File: src/rtl/stream_harness.sv
// Stream source and order-based affine checker for single-in/single-out accelerators.
// Optional first-error capture ports are enabled by defining STREAM_HARNESS_CAPTURE_EN.
module stream_harness #(
  parameter int unsigned WIDTH        = 16,
  parameter int unsigned LANES        = 1,
  parameter int unsigned START        = 0,
  parameter int unsigned STEP         = 1,
  parameter int unsigned SCALE        = 1,
  parameter int unsigned OFFSET       = 0,
  parameter int unsigned EXPECT_COUNT = 4096,
  parameter int unsigned TIMEOUT      = 1024,
  parameter int unsigned CNT_W        = 32
) (
  input  logic                     clk,
  input  logic                     rst_n,
  input  logic                     flush,
  input  logic                     in_read_en,
  output logic [LANES*WIDTH-1:0]   in_data,
  input  logic                     out_write_valid,
  input  logic [LANES*WIDTH-1:0]   out_data,
  output logic [CNT_W-1:0]         out_count,
  output logic [15:0]              err_count,
  output logic                     running,
  output logic                     done,
  output logic                     pass,
  output logic                     timed_out
`ifdef STREAM_HARNESS_CAPTURE_EN
  ,
  output logic [CNT_W-1:0]         first_err_beat,
  output logic [7:0]               first_err_lane,
  output logic [WIDTH-1:0]         first_err_got,
  output logic [WIDTH-1:0]         first_err_exp
`endif
);

  localparam logic [WIDTH-1:0] StartVal  = WIDTH'(START);
  localparam logic [WIDTH-1:0] BeatAdv   = WIDTH'(LANES * STEP);
  localparam logic [WIDTH-1:0] ScaleVal  = WIDTH'(SCALE);
  localparam logic [WIDTH-1:0] OffsetVal = WIDTH'(OFFSET);
  localparam logic [CNT_W-1:0] ExpCnt    = CNT_W'(EXPECT_COUNT);
  localparam logic [CNT_W-1:0] IdleMax   = CNT_W'(TIMEOUT - 1);

  typedef enum logic [1:0] {StIdle, StRun, StDone, StTimeout} state_e;

  function automatic logic [LANES*WIDTH-1:0] lanes_of(input logic [WIDTH-1:0] base);
    logic [LANES*WIDTH-1:0] r;
    r = '0;
    for (int unsigned l = 0; l < LANES; l++) begin
      r[l*WIDTH +: WIDTH] = base + WIDTH'(l * STEP);
    end
    return r;
  endfunction

  state_e                 state_q, state_d;
  logic [WIDTH-1:0]       gen_q, gen_d;
  logic [WIDTH-1:0]       exp_q, exp_d;
  logic [LANES*WIDTH-1:0] data_q, data_d;
  logic [CNT_W-1:0]       cnt_q, cnt_d;
  logic [CNT_W-1:0]       idle_q, idle_d;
  logic [15:0]            err_q, err_d;
  logic                   ovf_q, ovf_d;

  logic [WIDTH-1:0]       exp_lane [LANES];
  logic [LANES-1:0]       mism;
  logic [16:0]            err_sum;
  logic [15:0]            err_sat;
  logic                   accept;

  always_comb begin
    mism = '0;
    for (int unsigned l = 0; l < LANES; l++) begin
      exp_lane[l] = (exp_q + WIDTH'(l * STEP)) * ScaleVal + OffsetVal;
      mism[l]     = out_data[l*WIDTH +: WIDTH] != exp_lane[l];
    end
    err_sum = {1'b0, err_q} + 17'($countones(mism));
    err_sat = err_sum[16] ? 16'hFFFF : err_sum[15:0];
  end

  always_comb begin
    state_d = state_q;
    gen_d   = gen_q;
    exp_d   = exp_q;
    cnt_d   = cnt_q;
    idle_d  = idle_q;
    err_d   = err_q;
    ovf_d   = ovf_q;
    accept  = 1'b0;
    // The source advances in every state; only flush/reset restarts it.
    if (in_read_en) gen_d = gen_q + BeatAdv;
    case (state_q)
      StIdle: state_d = StRun;
      StRun: begin
        if (EXPECT_COUNT == 0) begin
          state_d = StDone;
        end else if (out_write_valid) begin
          accept = 1'b1;
          cnt_d  = cnt_q + CNT_W'(1);
          err_d  = err_sat;
          exp_d  = exp_q + BeatAdv;
          idle_d = '0;
          if (cnt_d == ExpCnt) state_d = StDone;
        end else if (idle_q == IdleMax) begin
          state_d = StTimeout;
        end else begin
          idle_d = idle_q + CNT_W'(1);
        end
      end
      StDone:    if (out_write_valid) ovf_d = 1'b1;
      StTimeout: ;
      default:   state_d = StIdle;
    endcase
    if (flush) begin
      state_d = StIdle;
      gen_d   = StartVal;
      exp_d   = StartVal;
      cnt_d   = '0;
      idle_d  = '0;
      err_d   = '0;
      ovf_d   = 1'b0;
      accept  = 1'b0;
    end
    data_d = lanes_of(gen_d);
  end

  always_ff @(posedge clk or negedge rst_n) begin
    if (!rst_n) begin
      state_q <= StIdle;
      gen_q   <= StartVal;
      exp_q   <= StartVal;
      data_q  <= lanes_of(StartVal);
      cnt_q   <= '0;
      idle_q  <= '0;
      err_q   <= '0;
      ovf_q   <= 1'b0;
    end else begin
      state_q <= state_d;
      gen_q   <= gen_d;
      exp_q   <= exp_d;
      data_q  <= data_d;
      cnt_q   <= cnt_d;
      idle_q  <= idle_d;
      err_q   <= err_d;
      ovf_q   <= ovf_d;
    end
  end

  assign in_data   = data_q;
  assign out_count = cnt_q;
  assign err_count = err_q;
  assign running   = state_q == StRun;
  assign done      = (state_q == StDone) || (state_q == StTimeout);
  assign pass      = (state_q == StDone) && (err_q == 16'h0) && !ovf_q;
  assign timed_out = state_q == StTimeout;

`ifdef STREAM_HARNESS_CAPTURE_EN
  logic             cap_vld_q, cap_vld_d;
  logic [CNT_W-1:0] cap_beat_q, cap_beat_d;
  logic [7:0]       cap_lane_q, cap_lane_d;
  logic [WIDTH-1:0] cap_got_q, cap_got_d;
  logic [WIDTH-1:0] cap_exp_q, cap_exp_d;
  logic [7:0]       low_lane;

  always_comb begin
    low_lane = '0;
    for (int l = LANES - 1; l >= 0; l--) begin
      if (mism[l]) low_lane = 8'(l);
    end
    cap_vld_d  = cap_vld_q;
    cap_beat_d = cap_beat_q;
    cap_lane_d = cap_lane_q;
    cap_got_d  = cap_got_q;
    cap_exp_d  = cap_exp_q;
    // Beat index is zero-based: the count of beats accepted before this one.
    if (accept && |mism && !cap_vld_q) begin
      cap_vld_d  = 1'b1;
      cap_beat_d = cnt_q;
      cap_lane_d = low_lane;
      cap_got_d  = out_data[low_lane*WIDTH +: WIDTH];
      cap_exp_d  = exp_lane[low_lane];
    end
    if (flush) begin
      cap_vld_d  = 1'b0;
      cap_beat_d = '0;
      cap_lane_d = '0;
      cap_got_d  = '0;
      cap_exp_d  = '0;
    end
  end

  always_ff @(posedge clk or negedge rst_n) begin
    if (!rst_n) begin
      cap_vld_q  <= 1'b0;
      cap_beat_q <= '0;
      cap_lane_q <= '0;
      cap_got_q  <= '0;
      cap_exp_q  <= '0;
    end else begin
      cap_vld_q  <= cap_vld_d;
      cap_beat_q <= cap_beat_d;
      cap_lane_q <= cap_lane_d;
      cap_got_q  <= cap_got_d;
      cap_exp_q  <= cap_exp_d;
    end
  end

  assign first_err_beat = cap_beat_q;
  assign first_err_lane = cap_lane_q;
  assign first_err_got  = cap_got_q;
  assign first_err_exp  = cap_exp_q;
`endif

endmodule
File: config.mk
export PLATFORM = sky130hd
export DESIGN_NAME = stream_harness
export DESIGN_NICKNAME = d
export VERILOG_FILES = /design/src/rtl/stream_harness.sv
export SDC_FILE = /design/constraint.sdc
export NUM_CORES = 1
export LEC_CHECK = 0
export CAP_MARGIN = 10
export CORE_AREA = 10 10 116 118
export CTS_CLUSTER_DIAMETER = 80
export DETAILED_ROUTE_END_ITERATION = 16
export DIE_AREA = 0 0 126 128
export GPL_TIMING_DRIVEN = 1
export PLACE_DENSITY = 0.87
export SLEW_MARGIN = 20
export SYNTH_ARGS = -nofsm -noshare
export SYNTH_HDL_FRONTEND = slang
export SYNTH_SLANG_ARGS = --single-unit
File: constraint.sdc
create_clock -name clk -period 8 [get_ports clk]
set_input_delay 1.6 -clock clk [delete_from_list [all_inputs] [get_ports clk]]
set_output_delay 1.6 -clock clk [all_outputs]
set_load 0.01 [all_outputs]
==> results of run 1 <==
critical path: stages:
cell             delay [ps]
clkdlybuf4s50_1         430
xor2_1                  150
nor4_1                  520
nand4_1                 320
ha_1                    290
ha_1                    210
and3_1                  230
nand3_1                 180
nor2_1                   90
nand3_1                 370
nor2b_1                 210
nor3_1                   60
layout by cell type, fill, tap and decap left out, types with 7 or more instances in the layout:
master	n
a21oi_1	32
nand2_1	51
ha_1	7
o21ai_0	28
dfrtp_1	115
nor4_1	25
nor2_1	111
nor3_1	20
a211oi_1	14
inv_1	16
xnor2_1	32
or3_1	23
clkbuf_16	17
and3_1	26
clkdlybuf4s50_1	86
xor2_1	66
nand3_1	52
nand4_1	27
layout make-up:
cell class / instances / area, um2
clock buffer: 22 / 464
clock inverter: 10 / 179
fill: 801 / 3080
inverter: 16 / 60.1
multi-input combinational: 573 / 3480
sequential: 115 / 2880
tap: 143 / 179
timing repair buffer: 92 / 903
sequential cells by signal, summed over array words and instances, names as in the netlist:
signal     flops
in_data       16
idle_q        32
err_count     16
state_q        2
exp_q         16
ovf_q          1
out_count     32
stage by stage:
step	hold slack, ps	cell area [um2]	cells	utilization	setup slack [ps]
6_report	539	8150	971	0.726	3620
5_1_grt	559	8150	971	0.726	3510
4_1_cts	517	8150	971	0.726	3670
3_5_place_dp	498	7500	939	0.669	3260
3_3_place_gp	493	7500	939	0.669	3340
2_1_floorplan	464	6600	744	-	4480
where the power goes:
group / internal (mW) / total, mW / switching [mW]
sequential: 0.586 / 0.592 / 0.00612
clock: 0.567 / 0.829 / 0.261
combinational: 0.0230 / 0.0639 / 0.0409
cells by family after synthesis:
logic type                 share of synthesized area
DFF                                            0.436
buffers and inverters                         0.0358
and+or+nand+nor                                0.290
xor gates and xnor gates                       0.130
AOI/OAI and AO/OA                             0.0884
muxes                                        0.00645
adders and majority gates                     0.0133
layer usage:
metal	part of all wire	up-vias
met5	0	-
met4	0.024	0
met3	0.070	35
met2	0.50	264
met1	0.41	2910
li1	-	2778
worst max-delay path by stage:
stage | start | end | slack [ps] | cells after the start
3_3_place_gp | out_data[0] | err_count[11] | 3340 | 12
2_1_floorplan | out_data[9] | err_count[10] | 4480 | 11
5_1_grt | out_data[14] | err_count[11] | 3510 | 12
6_report | out_data[0] | err_count[11] | 3620 | 12
3_5_place_dp | out_data[0] | err_count[11] | 3260 | 12
4_1_cts | out_data[0] | err_count[11] | 3670 | 12
==> summary.txt, run 1 <==
Outcome
  – Status: completed

Logic synthesis
  – FF+latch count, synth: roughly 120
  – Main synth FF type: dfrtp_1
  – Syn Area/Cell: about 8.9 um2
  – Top cell type by total area after synthesis: dfrtp_1
  – Register area share after synthesis: 0.436
  – Post-synth cell types: 57
  – Warnings from Yosys: 0
  – Synth top area cells: dfrtp_1 (44%), xor2_1 (8.8%), nor2_1 (6.3%)
  – Most common cell in the netlist: dfrtp_1
  – Syn Std Cell Area: approximately 6600 um2
  – Most common library cells after synthesis: dfrtp_1 (115), nor2_1 (111), xor2_1 (66), nand3_1 (52), nand2_1 (51)
  – Gate Count Post-Synth: between 700 and 800
  – Net count after synthesis: 772
  – Post-synth top area share: 0.436
  – Post-synth EDFFs: 0
  – Post-synth ARST share: 1.00

Setup path
  – R2r setup slk: between 4000 and 5000 ps
  – R2R depth: 7
  – RR Startpoint: out_count[8]
  – Critical Path AT: 4660 ps
  – CP Max Fanout: 12
  – Critical path required time: 8280 ps
  – WS Path Type: in2reg
  – Startpoint Class: input pin
  – Reg-to-reg critical path endpoint: state_q[0]
  – Element type at the critical path end: register

Floorplan
  – I/O pins: 89
  – Die X: ~130 um
  – # rows: 39
  – Core Region: about 11000 um2
  – Initial Util: 0.588
  – Die area: roughly 16000 um2
  – Die H: around 130 um

GRT
  – GR Util All Layers: 0.212
  – GRT Max-Usage Layer: met2
  – Global route overflow: 0
  – Largest net degree at the start of global routing: 67
  – Initial antenna violation count: 0
  – GR Util met2: 0.349
  – GRT met1 Usage: 0.261
  – Routing usage on met3: 0.0525
  – Vias in the first global route: just under 6000
  – Global-route wire length before repair: 29200 um

Layout
  – Fraction of layout cells with a size suffix above 1: 0.0592
  – # diodes: 0
  – Number of nets in the layout: around 840
  – Synthesis-to-layout area growth: 23.5%

Worst hold path
  – Hold Path Sink: ovf_q
  – Hold Crit Class: reg2reg
  – Hold Startpoint: ovf_q
  – Hold Path Stages: 2

Timing
  – Slew headroom: 0.330
  – Minimum clock period after layout: about 4400 ps
  – Worst-Margin Slew: about 1000 ps
  – Setup repair after global routing missed its margin: no
  – Period utilisation layout: 0.548
  – Final hold vios: 0
  – Sum Neg Setup Slack: 0 ps
  – Max Freq: roughly 230 MHz
  – Count of final setup violators: 0
  – Fin Clk Skew: just under 8 ps
  – Slew Limit Fails: 0

Route
  – DRT Pass-1 Iters: 7
  – DR vias/cell: 6.17
  – Wirelength, routed: 17200 um
  – DRC viols: 0
  – Initial DRC count: approximately 600
  – DR WL/cell: 17.7 um
  – Post-route ant nets: 0
  – Detailed-route via count: 5987

Placed design
  – HPWL after detailed placement: between 10000 and 15000 um
  – I/O Buffers: 88
  – Gpl congestion: 0.865

Pwr
  – Worst VDD drop: approximately 0.12 mV
  – Power Density: about 180 nW/um2
  – Pwr Total: roughly 1.5 mW
  – LEAKAGE: approximately 3.3 nW

Clock network
  – CTS Buffer Depth: 2
  – Clock root buffer: clkbuf_16
  – CTS H-tree depth: 4
  – Worst-skew pair later-pin latency: between 400 and 500 ps
  – Post-cts resize count: 0
  – Number of buffers created by CTS: 17
  – CTS Sinks: approximately 120
  – Setup Buffers After CTS: 0
  – CTS tree: built
  – Hold_buf cts: 0
  – CTS clock-pin slew for the worst setup and hold paths: approximately 60 ps

Job
  – Max-cap violations: 0
(Power assumes the default switching activity.)
==> run 2, diff against run 1 <==
Settings changed: CORE_AREA 10 10 116 118 to 10 10 120 122, DIE_AREA 0 0 126 128 to 0 0 130 132, PLACE_DENSITY 0.87 to 0.82.
Clock period 8 ns to 4.6 ns, I/O delays scaled along.
==> summary.txt, run 2 (synthesized netlist as in run 1, its figures left out) <==
Floorplan
  – Initial Util: 0.554
  – Core Region: around 12000 um2
  – Die H: roughly 130 um
  – Die area: 17200 um2
  – I/O pins: about 90
  – Die X: 130 um
  – # rows: 40

Layout
  – Fill count: approximately 940
  – Multi-input gate area: about 3500 um2
  – Number of nets in the layout: ~850
  – Synthesis-to-layout area growth: 23.1%
  – Fraction of layout cells with a size suffix above 1: 0.0639
  – Commonest non-fill, non-tap cell in the layout: dfrtp_1
  – Final non-filler cell total: just under 1000
  – Commonest cells after routing, fill and taps aside: dfrtp_1 (115), nor2_1 (111), clkdlybuf4s50_1 (86)
  – # diodes: 0
  – Sequential cell area: ~2900 um2

Route
  – DRC viols: 0
  – Wirelength, routed: 17600 um
  – Initial DRC count: roughly 600
  – DRT Pass-1 Iters: 5
  – DR WL/cell: about 18 um
  – DR vias/cell: a little over 6
  – Detailed-route via count: around 6000
  – Post-route ant nets: 0

GRT
  – Vias in the first global route: around 5900
  – GR Util All Layers: 0.205
  – Global-route wire length before repair: 28800 um
  – Global route overflow: 0
  – Initial antenna violation count: 0
  – Largest net degree at the start of global routing: 54

Placed design
  – HPWL after detailed placement: about 12000 um
  – I/O Buffers: 88
  – Gpl congestion: about 0.9
  – Placed insts: approximately 950

Timing
  – Slew Limit Fails: 0
  – Final hold vios: 0
  – Setup repair after global routing missed its margin: no
  – Worst-Margin Slew: between 1000 and 1500 ps
  – Slew headroom: 0.261
  – Final hold slack: between 400 and 500 ps
  – Fin Clk Skew: approximately 6.8 ps
  – Count of final setup violators: 0
  – Minimum clock period after layout: roughly 3500 ps
  – Max Freq: between 200 and 300 MHz
  – Period utilisation layout: 0.770
  – Sum Neg Setup Slack: 0 ps

Setup path
  – Startpoint Class: input pin
  – CP cell instances: clkdlybuf4s50_1, xor2_1, nor4_1, nand4_1, ha_1, ha_1, and3_1, nand3_1, nor2_1, nand3_1, nor2b_1, nor3_1
  – Critical Path AT: 3820 ps
  – Worst path max stage delay: about 530 ps
  – Critical path required time: about 4900 ps
  – CP max-delay cell: nor4_1
  – CP Max Fanout: 12
  – Element type at the critical path end: register
  – Setup crit start: out_data[6]
  – WS Path Type: in2reg
  – RR Startpoint: out_count[8]

Outcome
  – Status: completed

Clock network
  – Worst-skew pair later-pin latency: 420 ps
  – CTS H-tree depth: 4
  – Clock root buffer: clkbuf_16
  – CTS Sinks: 115
  – CTS clock-pin slew for the worst setup and hold paths: roughly 50 ps
  – CTS tree: built
  – Hold_buf cts: 0
  – CTS Buffer Depth: 2
  – Setup Buffers After CTS: 0
  – Post-cts resize count: 0
  – Number of buffers created by CTS: 17

Job
  – Max-cap violations: 0

Pwr
  – Power Density: slightly above 300 nW/um2
  – LEAKAGE: roughly 3.3 nW
  – Worst VDD drop: around 0.21 mV

Worst hold path
  – Hold Crit Class: in2async
[run 2: final timing paths]
path                            endpoint  slack [ps]  depth (start not counted)
max reg2reg                   state_q[0]        1150                          7
min                         err_count[9]         430                          1
max                        err_count[11]        1060                         12
min reg2reg                        ovf_q         530                          2
min in group clk                   ovf_q         530                          2
max in group asynchronous    in_data[10]        3150                          2
[run 2: cell type report]
| type | instances | area share |
|---|---|---|
| sequential | 115 | 0.354 |
| multi-input combinational | 573 | 0.429 |
| tap | 147 | 0.0226 |
| clock buffer | 20 | 0.0574 |
| timing repair buffer | 94 | 0.113 |
| clock inverter | 11 | 0.0165 |
| inverter | 16 | 0.00739 |
[run 2: metrics by stage]
stage          power (mW)   util  cell area (um2)  setup slack (ps)
6_report             2.48  0.682             8130              1060
3_5_place_dp         1.16  0.632             7520               714
2_1_floorplan        1.09      -             6600              1760
4_1_cts              2.49  0.682             8130              1090
3_3_place_gp         1.16  0.632             7520               812
5_1_grt              2.55  0.682             8130               951
[run 2: worst max-delay path, delay by kind of cell]
family / cells / cell delay (ps)
AND/OR/NAND/NOR: 8 / 1860
adder cells (fa/ha/maj): 2 / 470
buffers and inverters: 1 / 420
XOR/XNOR: 1 / 140
[run 2: report_power, final]
part	leakage, nW	internal (mW)	switching (mW)
combinational	1.41	0.0414	0.0729
sequential	1.60	1.02	0.0111
clock	0.305	0.883	0.452
total	3.32	1.94	0.536
[run 2: metal layers]
metal / GRT usage / vias up / wire length, um
li1: - / 2777 / -
met1: 0.248 / 2933 / 7070
met2: 0.334 / 272 / 8730
met3: 0.0531 / 43 / 1310
met4: 0.0869 / 0 / 455
met5: 0 / - / 0
==> run 3, diff against run 2 <==
Clock period 4.6 ns to 3.7 ns, I/O delays scaled along.
==> summary.txt, run 3 (synthesized netlist as in run 1, its figures left out) <==
Pwr
  – Clk network pwr share: 0.508
  – Sw Ratio: 0.221
  – Pwr Total: ~2.9 mW
  – Part of the power in registers: 0.443
  – Internal power: around 2.3 mW
  – Combinational share of power: 0.049
  – Power Density: about 360 nW/um2
  – LEAKAGE: between 3 and 4 nW
  – Net switching power: 0.640 mW
  – Worst VDD drop: about 0.3 mV

Route
  – Top Metal Used: met4
  – Met2 routed WL: 8510 um
  – Detailed-route via count: about 5900
  – Post-route ant nets: 0
  – DRC viols: 0
  – Wirelength, routed: 17100 um
  – Wire length on met3: 1160 um
  – DR WL/cell: between 15 and 20 um
  – DR vias/cell: 6.04
  – Initial DRC count: roughly 560
  – Met1 Wirelength: around 7200 um
  – DRT Pass-1 Iters: 7

Timing
  – Slew Limit Fails: 0
  – Count of final setup violators: 0
  – Slew headroom: 0.509
  – Max Freq: roughly 320 MHz
  – Worst setup margin: roughly 550 ps
  – Period utilisation layout: 0.851
  – Setup repair after global routing missed its margin: no
  – Final hold vios: 0
  – Sum Neg Setup Slack: 0 ps
  – Minimum clock period after layout: 3150 ps
  – Worst-Margin Slew: about 740 ps
  – Fin Clk Skew: 7.70 ps

Clock network
  – Clock root buffer: clkbuf_16
  – CTS H-tree depth: 4
  – Number of buffers created by CTS: 17
  – CTS tree: built
  – CTS Buffer Depth: 2
  – Hold_buf cts: 0
  – CTS Sinks: 115
  – Post-cts resize count: 0
  – CTS clock-pin slew for the worst setup and hold paths: 50 ps
  – Worst-skew pair later-pin latency: between 400 and 500 ps
  – Setup Buffers After CTS: 0

Setup path
  – Cell family with most CP delay: simple AND/OR/NAND/NOR gates
  – CP max-delay cell: clkdlybuf4s50_1
  – Critical Path AT: 3460 ps
  – Reg-to-reg critical path endpoint: state_q[0]
  – RR Startpoint: out_count[2]
  – R2r setup slk: a little under 700 ps
  – Worst path max stage delay: 410 ps
  – R2R depth: 7
  – CP Max Fanout: 5
  – Element type at the critical path end: register
  – Most frequent CP cell: ha_1
  – WS Path Type: in2reg
  – CP bufs+invs: 2
  – Critical path required time: between 4000 and 5000 ps
  – CP cell instances: clkdlybuf4s50_1, xor2_1, nor4_1, buf_4, nand4_1, ha_1, ha_1, and3_1, nand3_1, nor2_1, mux2_2, a211oi_1
  – Crit path depth: 12
  – Startpoint Class: input pin

Placed design
  – Post-place setup slack: ~140 ps
  – Gpl congestion: around 0.86
  – Placed insts: 953
  – I/O Buffers: between 80 and 90
  – Post-DP Area: between 7000 and 8000 um2
  – HPWL after detailed placement: approximately 12000 um

GRT
  – Largest net degree at the start of global routing: slightly above 60
  – Vias in the first global route: 5979
  – Global route overflow: 0
  – Initial antenna violation count: 0
  – Global-route wire length before repair: around 29000 um
  – GR Util All Layers: 0.203

Layout
  – Multi-input gate area: 3480 um2
  – Synthesis-to-layout area growth: 23.4%
  – Commonest non-fill, non-tap cell in the layout: dfrtp_1
  – Fill count: approximately 920
  – Number of nets in the layout: ~850
  – Final non-filler cell total: roughly 980
  – Fraction of layout cells with a size suffix above 1: 0.0681
  – Commonest cells after routing, fill and taps aside: dfrtp_1 (115), nor2_1 (111), clkdlybuf4s50_1 (86)
  – Sequential cell area: between 2000 and 3000 um2
  – Post-route cell area: between 8000 and 9000 um2
  – # diodes: 0

Floorplan
  – Die X: about 130 um
  – Die area: around 17000 um2
  – Initial Util: 0.554
  – # rows: 40
  – Die H: around 130 um
  – Core Region: 11900 um2
  – I/O pins: roughly 90

Worst hold path
  – Hold Crit Class: in2async

Outcome
  – Status: completed

Job
  – Max-cap violations: 0
run 3: metal layers:
metal | GRT usage | vias to the layer above
met5 | 0 | -
met3 | 0.0483 | 39
met4 | 0.0769 | 0
li1 | - | 2800
met1 | 0.254 | 2855
met2 | 0.329 | 253
run 3: worst max path at each step:
stage / start / endpoint / slack (ps)
2_1_floorplan: out_count[9] / state_q[0] / 930
3_3_place_gp: out_data[0] / err_count[8] / 200
3_5_place_dp: out_data[0] / err_count[8] / 140
4_1_cts: out_data[0] / err_count[8] / 570
5_1_grt: out_data[0] / err_count[8] / 460
6_report: out_data[0] / err_count[8] / 550
run 3: area by class of cell:
cell class	count	share of cell area
clock buffers	26	0.0625
clock inverters	5	0.00307
inverters	16	0.00737
multi-input cells	573	0.428
flip-flops and latches	115	0.353
well taps	147	0.0226
repair buffers	102	0.123
run 3: per-stage QoR:
step	util	hold slack, ps
2_1_floorplan	-	444
3_3_place_gp	0.639	490
3_5_place_dp	0.639	510
4_1_cts	0.684	414
5_1_grt	0.684	454
6_report	0.684	387
run 3: power by group through the flow:
stage | Clock (mW) | Sequential (mW) | Combinational, mW
5_1_grt | 1.54 | 1.28 | 0.159
3_5_place_dp | 0 | 1.30 | 0.144
2_1_floorplan | 0 | 1.30 | 0.0587
6_report | 1.47 | 1.28 | 0.143
3_3_place_gp | 0 | 1.30 | 0.139
4_1_cts | 1.49 | 1.28 | 0.145
==> RTL change 1 (flow settings as in run 2) <==
Set the parameter `CNT_W` to 24 (it was 32).
--- a/src/rtl/stream_harness.sv
+++ b/src/rtl/stream_harness.sv
@@ -9,7 +9,7 @@
   parameter int unsigned OFFSET       = 0,
   parameter int unsigned EXPECT_COUNT = 4096,
   parameter int unsigned TIMEOUT      = 1024,
-  parameter int unsigned CNT_W        = 32
+  parameter int unsigned CNT_W        = 24
 ) (
   input  logic                     clk,
   input  logic                     rst_n,
Ports: changed (resized out_count); port bits go from 89 to 81. No check against the original RTL was run, so the function may have changed too.
==> RTL change 1 against run 2 <==
First-iteration DRC count is 19% lower. Routed wire length fell by 19%. Global-route usage decreased by 3.5 points. Sequential cell count fell by 16. Hold slack better by 140 ps. Area after synthesis fell by 16%. Non-clock buffer count decreased by 10. Worst setup slack better by 210 ps. Power fell by 30%. Die area unchanged. Clock power decreased by 44%. Cell area shrank 17%. Critical path type unchanged. Largest cell class unchanged. Largest power group is now registers.
==> RTL change 1: results (changes against run 2) <==
| Metric | Value |
|---|---|
| Clock transition at path regs | 70 ps (+20 ps) |
| Tot GR Track Use | 0.170 (-0.0348) |
| Reg2reg setup slack | 1770 ps (+620 ps) |
| Ant. Diodes | 0 (unchanged) |
| Fill cell count | 1062 (+14%) |
| Final GP Congestion | 0.865 (-4.8%) |
| DR WL/cell | 17.0 um (-5.6%) |
| Fin nets | 714 (-16%) |
| Post CTS Setup Buffer Count | 0 (unchanged) |
| Synth Flop Type | dfrtp_1 |
| Worst r2r src | exp_q[4] |
| CTS Buf Count | 9 (-8) |
| Synth Area per Inst | 8.95 um^2 (+0.88%) |
| Pin count of the biggest net entering global routing | 82 (+52%) |
| First-pass GRT wire length | 24400 um (-15%) |
| Most frequent cells after synthesis | nor2_1, dfrtp_1, xor2_1 |
| Clk root buf | clkbuf_16 |
| Detailed placement HPWL | 10200 um (-13%) |
| Deepest clock path buffer count | 2 (unchanged) |
| R2r worst-path depth | 11 (+4) |
| Element type at the critical path end | register |
| Placed cell count | 822 (-13%) |
| Final std cells w/o fill | 838 (-14%) |
| LEAKAGE | 2.83 nW (-15%) |
| R2R Path End | err_count[15] |
| Ys Warns | 0 (unchanged) |
| Clock Skews | 10.1 ps (+3.23 ps) |
| I/O Buffers | 80 (-9.1%) |
| Status | finished clean |
| Class of the worst hold path | register to register |
| Sequential fraction of the synthesis area | 0.446 (+0.00974) |
| Worst-Margin Slew | 819 ps (-279 ps) |
| Netlist cell types | 55 (-3.5%) |
| VDD IR max | 0.000145 V (-30%) |
| H-tree Lvls | 3 (-1) |
| Crit path from | out_data[10] |
| First-pass iteration count of the detailed router | 5 (unchanged) |
| Async SR Flop Fraction | 1.00 (unchanged) |
| Fraction of layout cells with a size suffix above 1 | 0.0463 (-0.0176) |
| Via count | 4902 (-19%) |
| Worst-Skew Late Latency | 360 ps (-60 ps) |
| Synth top area cells | dfrtp_1, xor2_1, nor2_1 |
| Initial antenna violation count | 0 (unchanged) |
| Post-DP Area | 0.00641 mm^2 (-15%) |
| Net switching fraction of the power | 0.254 (+0.0380) |
| Synthesized Nets | 649 (-16%) |
| Worst path arrival time | 3550 ps (-270 ps) |
| CP max FO | 10 (-2) |
| DR iter-0 viols | 486 (-19%) |
| Worst Hold Launch | in_data[15] |
| CTS-repair resized insts | 0 (unchanged) |
==> RTL change 1: cell types whose count changed after synthesis, moves of 5 or more <==
cell and delta:
dfrtp_1 -16, or3_1 -15, nand3_1 -12, o21ai_0 -11
nor4_1 -10, xnor2_1 -9, a21oi_1 -8, inv_1 -8
a211oi_1 -6, nand2_1 -6, clkbuf_1 -5
==> RTL change 1: kinds of logic after synthesis <==
group,share of synthesized area
AND/OR/NAND/NOR,0.288
flip-flops,0.446
XOR/XNOR,0.137
AO/OA/AOI/OAI,0.0759
buffers and inverters,0.0322
adder cells (fa/ha/maj),0.0158
multiplexers,0.00540
==> RTL change 1: metrics by stage <==
| stage | worst slack, ps | utilization |
|---|---|---|
| after global placement | 1060 | 0.539 |
| after CTS | 1310 | 0.563 |
| after floorplan | 1620 | - |
| final | 1270 | 0.563 |
| after global routing | 991 | 0.563 |
| after detailed placement | 937 | 0.539 |
==> RTL change 1: worst max-delay path, cell delays in order <==
cell and delay [ps]:
clkdlybuf4s50_1 420, xor2_1 140, nor4_1 310, nand4_1 160, ha_1 230, ha_1 210
and3_1 210, and3_1 240, nand3_1 290, o21ai_0 170, a21oi_1 180, nor3_1 70
==> RTL change 1: power groups by stage <==
stage / logic (mW) / clock network, mW / registers (mW)
floorplan: 0.0449 / 0 / 0.903
global placement: 0.102 / 0 / 0.902
detailed placement: 0.105 / 0 / 0.903
CTS: 0.105 / 0.764 / 0.886
global route: 0.118 / 0.805 / 0.887
finish: 0.104 / 0.750 / 0.886
==> RTL change 1: routing by layer <==
| metal | track usage | part of all wire |
|---|---|---|
| met1 | 0.209 | 0.41 |
| met2 | 0.278 | 0.49 |
| met3 | 0.0603 | 0.087 |
| met4 | 0.0375 | 0.010 |
| met5 | 0 | 0 |
==> RTL change 1: worst min path at each step <==
| stage | end | cells after the start | slack [ps] |
|---|---|---|---|
| 2_1_floorplan | ovf_q | 2 | 460 |
| 3_3_place_gp | idle_q[6] | 2 | 520 |
| 3_5_place_dp | in_data[15] | 2 | 540 |
| 4_1_cts | idle_q[23] | 2 | 570 |
| 5_1_grt | idle_q[6] | 2 | 600 |
| 6_report | in_data[15] | 2 | 560 |
==> RTL change 1: final cells by class <==
cell class                 count  area [um^2]  area share
multi-input combinational    484         2900       0.432
sequential                    99         2480       0.369
timing repair buffer          84          827       0.123
clock buffer                   9          225      0.0336
tap                          147          184      0.0274
clock inverter                 7         66.3     0.00988
inverter                       8         30.0     0.00448
==> RTL change 2 (config.mk and constraints of run 2) <==
Without the edit above. The 4 states of `state_e` get a one-hot encoding in 4 bits.
--- a/src/rtl/stream_harness.sv
+++ b/src/rtl/stream_harness.sv
@@ -40,7 +40,7 @@
   localparam logic [CNT_W-1:0] ExpCnt    = CNT_W'(EXPECT_COUNT);
   localparam logic [CNT_W-1:0] IdleMax   = CNT_W'(TIMEOUT - 1);
 
-  typedef enum logic [1:0] {StIdle, StRun, StDone, StTimeout} state_e;
+  typedef enum logic [3:0] {StIdle = 4'b0001, StRun = 4'b0010, StDone = 4'b0100, StTimeout = 4'b1000} state_e;
 
   function automatic logic [LANES*WIDTH-1:0] lanes_of(input logic [WIDTH-1:0] base);
     logic [LANES*WIDTH-1:0] r;
Behaviour: same outputs for any inputs over 10 cycles, from zero or initial values and one cycle with rst_n low; not proved beyond that.
==> RTL change 2 against run 2 <==
Clock skew is 0.74 ps higher. Via count is 1.9% higher. Power shrank 5.6%. Maximum frequency rose by 0.93%. Sequential cell count grew 2. Cell area increased by 1.0%. Worst setup slack improved by 33 ps. Combinational power is 9% higher. Routed wire length hardly changed. Area after synthesis is 2.5% higher. Utilization grew 0.70 points.
==> RTL change 2: results (changes against run 2) <==
| Metric | Value |
|---|---|
| Status | finished clean |
| Worst-Margin Slew | 858 ps (-240 ps) |
| Most frequent cells after synthesis | dfrtp_1, nor2_1, nand2_1 |
| Fin nets | 877 (+3.8%) |
| DR iter-0 viols | 576 (-4.3%) |
| Vias in the first global route | 6048 (+3.3%) |
| Netlist cell types | 51 (-11%) |
| Final std cells w/o fill | 1009 (+3.4%) |
| CP max FO | 10 (-2) |
| Synthesized Nets | 807 (+4.5%) |
| Detailed placement HPWL | 12100 um (+3.0%) |
| Final GP Congestion | 0.916 (+0.74%) |
| Placed cell count | 977 (+3.4%) |
| Synth top area cells | dfrtp_1, xor2_1, nor2_1 |
| Vias per cell | 6.09 (-1.4%) |
| Pin count of the biggest net entering global routing | 64 (+19%) |
| VDD IR max | 0.000244 V (+17%) |
| First-pass GRT wire length | 29800 um (+3.3%) |
| Tot GR Track Use | 0.212 (+0.00677) |
| Clock Skews | 7.59 ps (+0.741 ps) |
| LEAKAGE | 3.26 nW (-1.7%) |
| Worst path arrival time | 3770 ps (-50 ps) |
| Dpl ws | 703 ps (-11.0 ps) |
| Sequential fraction of the synthesis area | 0.433 (-0.00314) |
| Post-DP Area | 0.00769 mm^2 (+2.2%) |
-- RTL change 2: cell types whose count changed after synthesis, moves of 9 or more --
cell and delta:
nand3_1 -16, nand2_1 +14, xor2_1 -14, and3_1 -10, buf_2 +9, nor3_1 +9
-- RTL change 2: worst paths after layout --
path	startpoint	end	slack, ps	cells after the start
worst max-delay path	out_data[8]	err_count[13]	1090	13
worst min-delay path	ovf_q	ovf_q	520	2
worst max register to register	out_count[4]	state_q[1]	1440	7
worst min register to register	ovf_q	ovf_q	520	2
max in group asynchronous	rst_n	in_data[13]	3150	2
min in group asynchronous	rst_n	out_count[8]	590	1
-- RTL change 2: kinds of logic after synthesis --
group                      after synthesis  share of synthesized area
buffers and inverters                   59                     0.0353
AOI/OAI and AO/OA                      105                     0.0952
xor gates and xnor gates                91                      0.118
and+or+nand+nor                        395                      0.298
muxes                                    5                    0.00740
DFF                                    117                      0.433
adders and majority gates                7                     0.0129
-- RTL change 2: worst max-delay path, cell delays in order --
cell and delay (ps):
clkdlybuf4s50_1 420, xor2_1 150, nor4_1 350, nand4_1 190, ha_1 230, ha_1 210, and3_1 210, and3_1 210
nand3_1 160, or3_1 330, o21ai_0 170, a21oi_1 170, nor3_1 60
-- RTL change 2: final cells by class --
| cell class | count | area, um^2 |
|---|---|---|
| inverters | 16 | 60.1 |
| multi-input cells | 603 | 3600 |
| fillers | 948 | 3700 |
| repair buffers | 94 | 918 |
| clock buffers | 27 | 493 |
| flip-flops and latches | 117 | 2930 |
| well taps | 147 | 184 |
| clock inverters | 5 | 25.0 |
-- RTL change 2: routing by layer --
layer,routed length [um],share of wire,global-route usage,vias up
met1,7220,0.41,0.256,2965
met3,1530,0.087,0.0780,31
met4,311,0.018,0.0694,0
met2,8500,0.48,0.339,237
li1,-,-,-,2907
met5,0,0,0,-
-- RTL change 2: report_power, final --
part	leakage [nW]	switching [mW]	total [mW]	internal, mW
sequential	1.63	0.0112	1.05	1.04
combinational	1.37	0.0805	0.124	0.0433
clock	0.259	0.441	1.17	0.724
total	3.26	0.533	2.34	1.81
